`config.mk`:
```
export PLATFORM = sky130hd
export DESIGN_NAME = mult_div_unit_flat
export DESIGN_NICKNAME = d
export VERILOG_FILES = /design/src/rtl/mult_div_if.sv /design/src/rtl/mult_div_unit.sv /design/src/flat_wrapper.sv
export SDC_FILE = /design/constraint.sdc
export NUM_CORES = 1
export LEC_CHECK = 0
export ABC_AREA = 0
export CAP_MARGIN = 30
export CELL_PAD_IN_SITES_DETAIL_PLACEMENT = 0
export CELL_PAD_IN_SITES_GLOBAL_PLACEMENT = 1
export CORE_MARGIN = 4
export CORE_UTILIZATION = 48
export DETAILED_ROUTE_END_ITERATION = 7
export PLACE_DENSITY = 0.92
export SYNTH_ARGS = -nofsm -noshare
export SYNTH_HDL_FRONTEND = slang
export SYNTH_SLANG_ARGS = --single-unit
```
`constraint.sdc`:
```
create_clock -name clk -period 6.8 [get_ports clk]
set_input_delay 1.36 -clock clk [delete_from_list [all_inputs] [get_ports clk]]
set_output_delay 1.36 -clock clk [all_outputs]
set_load 0.05 [all_outputs]
```
`src/rtl/mult_div_if.sv`:
```
// Request/response bundle between the multicycle control unit and the
// iterative multiply/divide unit.
interface mult_div_if #(
   parameter int WIDTH = 32
) ();
   logic             start;
   logic             op;
   logic [WIDTH-1:0] a;
   logic [WIDTH-1:0] b;
   logic             busy;
   logic             done;
   logic             div_zero;
   logic [WIDTH-1:0] hi;
   logic [WIDTH-1:0] lo;

   modport master (
      output start, op, a, b,
      input  busy, done, div_zero, hi, lo
   );

   modport slave (
      input  start, op, a, b,
      output busy, done, div_zero, hi, lo
   );
endinterface

```
`src/rtl/mult_div_unit.sv`:
```
// Iterative signed multiply (radix-2 Booth) / divide (restoring on magnitudes)
// producing HI/LO, one bit per cycle over WIDTH cycles.
module mult_div_unit #(
   parameter int WIDTH = 32
) (
   input  logic       clk,
   input  logic       reset,
   mult_div_if.slave  md
);
   localparam int CW = $clog2(WIDTH + 1);

   typedef enum logic [2:0] {IDLE, MULT, DIV, FINISH, DZERO} state_e;

   state_e             state_q, state_d;
   logic [CW-1:0]      cnt_q, cnt_d;
   // Booth accumulator {upper W+1, multiplier W, guard}; the extra upper bit
   // keeps the running partial product exact when a is the most negative value.
   logic [2*WIDTH+1:0] acc_q, acc_d;
   logic [WIDTH:0]     mcand_q, mcand_d;
   logic [WIDTH-1:0]   rem_q, rem_d, quo_q, quo_d, dvs_q, dvs_d;
   logic               neg_quo_q, neg_quo_d, neg_rem_q, neg_rem_d;
   logic               busy_q, busy_d, done_q, done_d, div_zero_q, div_zero_d;
   logic [WIDTH-1:0]   hi_q, hi_d, lo_q, lo_d;

   logic [WIDTH:0]     booth_upper;
   logic [WIDTH:0]     shifted, trial;
   logic [WIDTH-1:0]   abs_a, abs_b;

   always_comb begin
      // NOTE: every _d and temporary gets a default first so no latch is inferred.
      state_d     = state_q;
      cnt_d       = cnt_q;
      acc_d       = acc_q;
      mcand_d     = mcand_q;
      rem_d       = rem_q;
      quo_d       = quo_q;
      dvs_d       = dvs_q;
      neg_quo_d   = neg_quo_q;
      neg_rem_d   = neg_rem_q;
      busy_d      = busy_q;
      done_d      = 1'b0;
      div_zero_d  = 1'b0;
      hi_d        = hi_q;
      lo_d        = lo_q;
      booth_upper = acc_q[2*WIDTH+1:WIDTH+1];
      shifted     = {rem_q, quo_q[WIDTH-1]};
      trial       = shifted - {1'b0, dvs_q};
      abs_a       = md.a[WIDTH-1] ? -md.a : md.a;
      abs_b       = md.b[WIDTH-1] ? -md.b : md.b;

      case (state_q)
         IDLE: begin
            if (md.start) begin
               if (!md.op) begin
                  state_d = MULT;
                  cnt_d   = '0;
                  busy_d  = 1'b1;
                  mcand_d = {md.a[WIDTH-1], md.a};
                  acc_d   = {{(WIDTH+1){1'b0}}, md.b, 1'b0};
               end else if (md.b == '0) begin
                  state_d = DZERO;
               end else begin
                  state_d   = DIV;
                  cnt_d     = '0;
                  busy_d    = 1'b1;
                  rem_d     = '0;
                  quo_d     = abs_a;
                  dvs_d     = abs_b;
                  neg_quo_d = md.a[WIDTH-1] ^ md.b[WIDTH-1];
                  neg_rem_d = md.a[WIDTH-1];
               end
            end
         end
         MULT: begin
            if (cnt_q == CW'(WIDTH)) begin
               state_d = FINISH;
               busy_d  = 1'b0;
               done_d  = 1'b1;
               hi_d    = acc_q[2*WIDTH:WIDTH+1];
               lo_d    = acc_q[WIDTH:1];
            end else begin
               case (acc_q[1:0])
                  2'b01:   booth_upper = booth_upper + mcand_q;
                  2'b10:   booth_upper = booth_upper - mcand_q;
                  default: booth_upper = acc_q[2*WIDTH+1:WIDTH+1];
               endcase
               acc_d = $signed({booth_upper, acc_q[WIDTH:0]}) >>> 1;
               cnt_d = cnt_q + CW'(1);
            end
         end
         DIV: begin
            if (cnt_q == CW'(WIDTH)) begin
               state_d = FINISH;
               busy_d  = 1'b0;
               done_d  = 1'b1;
               hi_d    = neg_rem_q ? -rem_q : rem_q;
               lo_d    = neg_quo_q ? -quo_q : quo_q;
            end else begin
               rem_d = trial[WIDTH] ? shifted[WIDTH-1:0] : trial[WIDTH-1:0];
               quo_d = {quo_q[WIDTH-2:0], ~trial[WIDTH]};
               cnt_d = cnt_q + CW'(1);
            end
         end
         FINISH: state_d = IDLE;
         DZERO: begin
            state_d    = IDLE;
            div_zero_d = 1'b1;
         end
         default: state_d = IDLE;
      endcase
   end

   always_ff @(posedge clk) begin
      if (reset) begin
         state_q    <= IDLE;
         cnt_q      <= '0;
         acc_q      <= '0;
         mcand_q    <= '0;
         rem_q      <= '0;
         quo_q      <= '0;
         dvs_q      <= '0;
         neg_quo_q  <= 1'b0;
         neg_rem_q  <= 1'b0;
         busy_q     <= 1'b0;
         done_q     <= 1'b0;
         div_zero_q <= 1'b0;
         hi_q       <= '0;
         lo_q       <= '0;
      end else begin
         // NOTE: non-blocking so every register samples the pre-edge values.
         state_q    <= state_d;
         cnt_q      <= cnt_d;
         acc_q      <= acc_d;
         mcand_q    <= mcand_d;
         rem_q      <= rem_d;
         quo_q      <= quo_d;
         dvs_q      <= dvs_d;
         neg_quo_q  <= neg_quo_d;
         neg_rem_q  <= neg_rem_d;
         busy_q     <= busy_d;
         done_q     <= done_d;
         div_zero_q <= div_zero_d;
         hi_q       <= hi_d;
         lo_q       <= lo_d;
      end
   end

   assign md.busy     = busy_q;
   assign md.done     = done_q;
   assign md.div_zero = div_zero_q;
   assign md.hi       = hi_q;
   assign md.lo       = lo_q;
endmodule

```
`src/flat_wrapper.sv`:
```
// flat-port wrapper written by rule: the top's interface ports become plain ports
module mult_div_unit_flat 
#(
   parameter int WIDTH = 32
)
  (clk, reset, md_start, md_op, md_a, md_b, md_busy, md_done, md_div_zero, md_hi, md_lo);
  mult_div_if #(.WIDTH(WIDTH)) md_i ();
  input  logic clk;
  input  logic reset;
  input wire logic [$bits(md_i.start)-1:0] md_start;
  input wire logic [$bits(md_i.op)-1:0] md_op;
  input wire logic [$bits(md_i.a)-1:0] md_a;
  input wire logic [$bits(md_i.b)-1:0] md_b;
  output wire logic [$bits(md_i.busy)-1:0] md_busy;
  output wire logic [$bits(md_i.done)-1:0] md_done;
  output wire logic [$bits(md_i.div_zero)-1:0] md_div_zero;
  output wire logic [$bits(md_i.hi)-1:0] md_hi;
  output wire logic [$bits(md_i.lo)-1:0] md_lo;
  assign md_i.start = md_start;
  assign md_i.op = md_op;
  assign md_i.a = md_a;
  assign md_i.b = md_b;
  assign md_busy = md_i.busy;
  assign md_done = md_i.done;
  assign md_div_zero = md_i.div_zero;
  assign md_hi = md_i.hi;
  assign md_lo = md_i.lo;
  mult_div_unit #(.WIDTH(WIDTH)) u_core (.clk(clk), .reset(reset), .md(md_i));
endmodule
```
==> summary by stage <==
Synthesis
In the synthesized netlist, mux cells make up ~1% of the area. The number of flops mapped to enable cells by yosys is 0. For this run, the leading register cell type out of synthesis is sky130_fd_sc_hd__dfxtp_1. The largest family of logic cells by synthesized area is compound AO/OA/AOI/OAI gates.

The post-synthesis xor/xnor area fraction is 9.77%. The cell area after synthesis is 17,700 um2. The average cell area after synthesis is 7.48 um2. The share of the Yosys chip area taken by registers is 30.7%.

The net count of the mapped netlist is between 2,000 and 3,000. The number of distinct library cells after synthesis is 77. After Yosys synthesis, full adders, half adders and majority gates account for approximately 5.3% of the synthesized area. The number of storage elements in the synthesis netlist is 271.

The warning count from the yosys run is 0. The basic-gate share of the synthesized area counting and, or, nand and nor cells is around a fifth. The cell count after synthesis came out at ~2,400. Summing the areas of all compound-gate instances in the mapped netlist gives roughly 27% of the synthesized area. The fraction of synthesis flops using an asynchronous set or reset pin is 0%.

Worst setup path
The source of the worst register-to-register timing path is u_core.mcand_q[6]$_SDFFE_PP0P_. For the worst flop-to-flop path, the logic depth is 15. The top cell family by delay on the critical path is simple AND/OR/NAND/NOR gates.

The cell repeated most along the worst path is sky130_fd_sc_hd__nor4_1. The critical path is of the reg -> reg type. The startpoint of the worst setup timing path is u_core.mcand_q[6]$_SDFFE_PP0P_.

Traced cell by cell, the critical path runs through nor4_1 -> nor4b_1 -> and2_1 -> nand2_1 -> o31ai_1 -> o21ai_0 -> xnor2_1 -> ha_1 -> o21a_1 -> a41o_1 -> nor3_1 -> o21bai_1 -> a21oi_1 -> nor4_1 -> or3_1. STA classifies the critical path endpoint as a flip-flop. The arrival time at the worst endpoint is 5610 ps.

Counting buffers and inverters, the worst setup path is 15 cells deep. The worst setup path is launched from a flip-flop. The required time of the critical path is 7250 ps. The count of buffer and inverter cells on the critical path is 0. The worst stage delay on the critical path is 540 ps. The minimum setup slack among reg-to-reg paths is ~1600 ps. The worst-path maximum fanout is 10. Among all stages on the critical path, the largest delay is contributed by sky130_fd_sc_hd__nor4_1.

Global routing
The largest net degree at the start of global routing is 97. The via count of the first global-routing pass is 16,000. For this run, global-route usage on met1 was measured as a little under two fifths.

Global routing finished with a remaining overflow of 0. The global-route track usage on met2 is 43.9%. The first global-routing pass estimated about 87,000 um of wire. The number of antenna violations at the first check in global routing is 1. met2 is the most crowded layer. The total track usage is 26.7%. The met3 demand-to-capacity share in global routing is under 10%.

STA
The smallest clock period supported by the final layout is computed as 5160 ps. Headroom to the max-slew limit came out at approximately 28%. The accumulated negative setup slack is 0 ps. The worst clock skew is a little under 10 ps. For the pin with the worst max-slew slack, the measured transition is 1070 ps. Setup repair after global routing left no endpoint under its margin.

The number of failing setup endpoints in the final timing report is 0. Across all hold checks on the routed design, the worst slack comes to between 400 and 500 ps. The max-slew violation total from the final report is 0. The final count of hold timing violations was 0. The maximum achievable frequency is 194 MHz. In the finished design, the share of the clock period the worst path needs comes to between 70% and 80%.

Die
The die width is 200 um. Once the floorplan was initialized, standard cells occupied 49.2% of the core. The core region is 35,900 um2. The I/O pin total is roughly 140. Measured along the y axis, the die boundary spans 200 um. The floorplan has a little under 70 rows.

The die covers 39,900 um2.

Route
The starting DRC count in detailed routing is between 1,000 and 1,500. In the routed layout, each cell is associated on average with a via count of 6.04. The antenna violation net count after detailed routing is 0. In the final routed layout, each cell accounts on average for 19.2 um. The routed design has 55,400 um of wire. For this run, design rule violations remaining after detail routing come to 0.

The pre-antenna-repair detailed-routing pass consisted of 6 iterations. The total via count in the routed design is 17,400.

Clock network
The later-pin clock latency in the skew report is 560 ps. The library cell used as clock root buffer is sky130_fd_sc_hd__clkbuf_16. The CTS tree is built. The worst-case clock buffer depth is 3.

After clock tree synthesis, the clock-pin slew on the worst setup and hold paths is 60 ps. For this design, the CTS-stage hold fixing added 0 buffers. The post-cts sizing count is 0.

For this design, the sink count on the clock tree is 271. The number of levels the H-tree was split into is 1. The total CTS buffers is 31. In this run the post-CTS setup repair buffer count came out at 0.

Power and ir drop
Across the VDD grid, the largest voltage drop is 0.226 mV. For this design the static power due to leakage is 7.63 nW. The areal power density over the cells is approximately 240 nW/um2.

Final layout
For this run, the post-layout net count is 2,539. Relative to the synthesized area, the layout overhead comes to 14.5%. The fraction of final layout cells sized beyond drive strength 1 is roughly 4.4%.

Worst hold path
The worst min-delay path startpoint is u_core.md.hi[1]$_SDFFE_PP0P_. The worst hold path was traced through 2 stages. The class of the worst hold path is reg -> reg.

Placement
The congestion estimate from routability-driven global placement came to roughly 0.98. Once detailed placement completed, the half-perimeter wirelength came to 41,000 um. During placement, the flow inserted port buffers numbering 134.

Run status
The run finished with clean final reports.

Job
Max-cap violations in this run came to 0.
-- report_power, final --
part | internal (mW) | leakage (nW) | switching, mW
combinational | 0.567 | 4.96 | 0.908
sequential | 1.67 | 2.20 | 0.105
clock | 0.888 | 0.467 | 0.681
-- logic make-up (layout without fill, tap and decap cells) --
logic type,after synthesis,in the layout
compound gates,719,719
xor+xnor,197,197
fa+ha+maj,74,74
buf+inv,226,285
flops,271,271
mux,18,18
other cells,0,1
simple gates,855,855
-- placed cells by master (no fill, tap or decap), types with 7 or more instances in the layout --
| cell | Yosys | final |
|---|---|---|
| sky130_fd_sc_hd__nor2_1 | 328 | 325 |
| sky130_fd_sc_hd__nand2_1 | 301 | 298 |
| sky130_fd_sc_hd__dfxtp_1 | 271 | 271 |
| sky130_fd_sc_hd__a21oi_1 | 228 | 228 |
| sky130_fd_sc_hd__clkdlybuf4s50_1 | 0 | 133 |
| sky130_fd_sc_hd__xor2_1 | 122 | 122 |
| sky130_fd_sc_hd__a211oi_1 | 114 | 113 |
| sky130_fd_sc_hd__o21ai_0 | 94 | 94 |
| sky130_fd_sc_hd__xnor2_1 | 75 | 75 |
| sky130_fd_sc_hd__inv_1 | 72 | 72 |
| sky130_fd_sc_hd__ha_1 | 72 | 72 |
| sky130_fd_sc_hd__nor3_1 | 43 | 43 |
| sky130_fd_sc_hd__nand3_1 | 40 | 40 |
| sky130_fd_sc_hd__o31ai_1 | 38 | 38 |
| sky130_fd_sc_hd__a311oi_1 | 38 | 38 |
| sky130_fd_sc_hd__a21o_1 | 38 | 38 |
| sky130_fd_sc_hd__clkbuf_16 | 0 | 32 |
| sky130_fd_sc_hd__a31oi_1 | 24 | 24 |
| sky130_fd_sc_hd__or3_1 | 23 | 23 |
| sky130_fd_sc_hd__o211ai_1 | 23 | 23 |
| sky130_fd_sc_hd__o41ai_1 | 19 | 19 |
| sky130_fd_sc_hd__or4_1 | 18 | 18 |
| sky130_fd_sc_hd__mux2i_1 | 18 | 18 |
| sky130_fd_sc_hd__buf_4 | 0 | 18 |
| sky130_fd_sc_hd__nor4_1 | 15 | 15 |
| sky130_fd_sc_hd__nand2b_1 | 13 | 13 |
| sky130_fd_sc_hd__nor2b_1 | 12 | 12 |
| sky130_fd_sc_hd__a22oi_1 | 12 | 12 |
| sky130_fd_sc_hd__and3_1 | 9 | 9 |
| sky130_fd_sc_hd__o21bai_1 | 9 | 9 |
| sky130_fd_sc_hd__clkinv_2 | 0 | 9 |
| sky130_fd_sc_hd__o21a_1 | 8 | 8 |
| sky130_fd_sc_hd__a222oi_1 | 8 | 8 |
| sky130_fd_sc_hd__clkbuf_1 | 134 | 8 |
| sky130_fd_sc_hd__and2_1 | 8 | 7 |
| sky130_fd_sc_hd__or2_2 | 7 | 7 |
| sky130_fd_sc_hd__o311ai_0 | 7 | 7 |
-- worst paths after layout --
kind | endpoint
setup / recovery | u_core.acc_q[64]$_SDFFE_PP0P_
hold / removal | u_core.md.hi[1]$_SDFFE_PP0P_
setup reg to reg | u_core.acc_q[64]$_SDFFE_PP0P_
hold reg to reg | u_core.md.hi[1]$_SDFFE_PP0P_
-- worst reg2reg max path, stage by stage, from the launching register on --
cell                       delay (ps)
sky130_fd_sc_hd__dfxtp_1          360
sky130_fd_sc_hd__nor4_1           540
sky130_fd_sc_hd__nor4b_1          460
sky130_fd_sc_hd__and2_1           280
sky130_fd_sc_hd__nand2_1           90
sky130_fd_sc_hd__o31ai_1          530
sky130_fd_sc_hd__o21ai_0          230
sky130_fd_sc_hd__xnor2_1          400
sky130_fd_sc_hd__ha_1             430
sky130_fd_sc_hd__o21a_1           150
sky130_fd_sc_hd__a41o_1           190
sky130_fd_sc_hd__nor3_1           420
sky130_fd_sc_hd__o21bai_1         220
sky130_fd_sc_hd__a21oi_1          330
sky130_fd_sc_hd__nor4_1            90
sky130_fd_sc_hd__or3_1            340
-- cell type report --
type | count | area (um2)
inverter | 72 | 270
clock inverter | 11 | 61.3
antenna | 1 | 2.50
sequential | 271 | 5430
tap | 461 | 577
timing repair buffer | 158 | 1590
fill | 3457 | 15700
multi-input combinational | 1863 | 11400
clock buffer | 44 | 875
-- cells in the mapped netlist, types with 11 or more instances --
master,instances,area (um2)
sky130_fd_sc_hd__xor2_1,122,1070
sky130_fd_sc_hd__a211oi_1,114,856
sky130_fd_sc_hd__o21ai_0,94,470
sky130_fd_sc_hd__mux2i_1,18,180
sky130_fd_sc_hd__nand3_1,40,200
sky130_fd_sc_hd__dfxtp_1,271,5430
sky130_fd_sc_hd__a21oi_1,228,1140
sky130_fd_sc_hd__nor4_1,15,93.8
sky130_fd_sc_hd__a311oi_1,38,333
sky130_fd_sc_hd__buf_1,11,41.3
sky130_fd_sc_hd__or4_1,18,135
sky130_fd_sc_hd__o41ai_1,19,166
sky130_fd_sc_hd__o211ai_1,23,173
sky130_fd_sc_hd__o31ai_1,38,285
sky130_fd_sc_hd__a21o_1,38,285
sky130_fd_sc_hd__nor2b_1,12,75.1
sky130_fd_sc_hd__a31oi_1,24,150
sky130_fd_sc_hd__xnor2_1,75,657
sky130_fd_sc_hd__a22oi_1,12,90.1
sky130_fd_sc_hd__nor2_1,328,1230
sky130_fd_sc_hd__inv_1,72,270
sky130_fd_sc_hd__ha_1,72,901
sky130_fd_sc_hd__nand2_1,301,1130
sky130_fd_sc_hd__nor3_1,43,215
sky130_fd_sc_hd__or3_1,23,144
sky130_fd_sc_hd__clkbuf_1,134,503
sky130_fd_sc_hd__nand2b_1,13,81.3
-- routing by layer --
metal,wire length (um),part of all wire [%]
met5,0,0
met4,1440,2.6
met3,3010,5.4
met2,25700,46
met1,25300,46
-- stage by stage --
step,instance area (um2),total power [mW],std cells,setup WS [ps],util (%)
floorplan,17700,2.85,2360,2790,-
global placement,19200,3.25,2819,1390,53.4
detailed placement,19200,3.25,2821,1480,53.5
CTS,20100,4.81,2876,1790,56.1
global route,20200,5.06,2881,1270,56.3
finish,20200,4.82,2881,1640,56.3
-- sequential cells by signal, summed over array words and instances, names as in the netlist --
| signal | flops |
|---|---|
| u_core.acc_q | 65 |
| u_core.neg_quo_q | 1 |
| u_core.md.hi | 32 |
| u_core.md.lo | 32 |
| u_core.cnt_q | 6 |
| u_core.dvs_q | 32 |
| u_core.neg_rem_q | 1 |
| u_core.md.done | 1 |
| u_core.quo_q | 32 |
| u_core.md.busy | 1 |
| u_core.md.div_zero | 1 |
| u_core.mcand_q | 32 |
| u_core.state_q | 3 |
| u_core.rem_q | 32 |
Power figures use the tool's default switching activity.
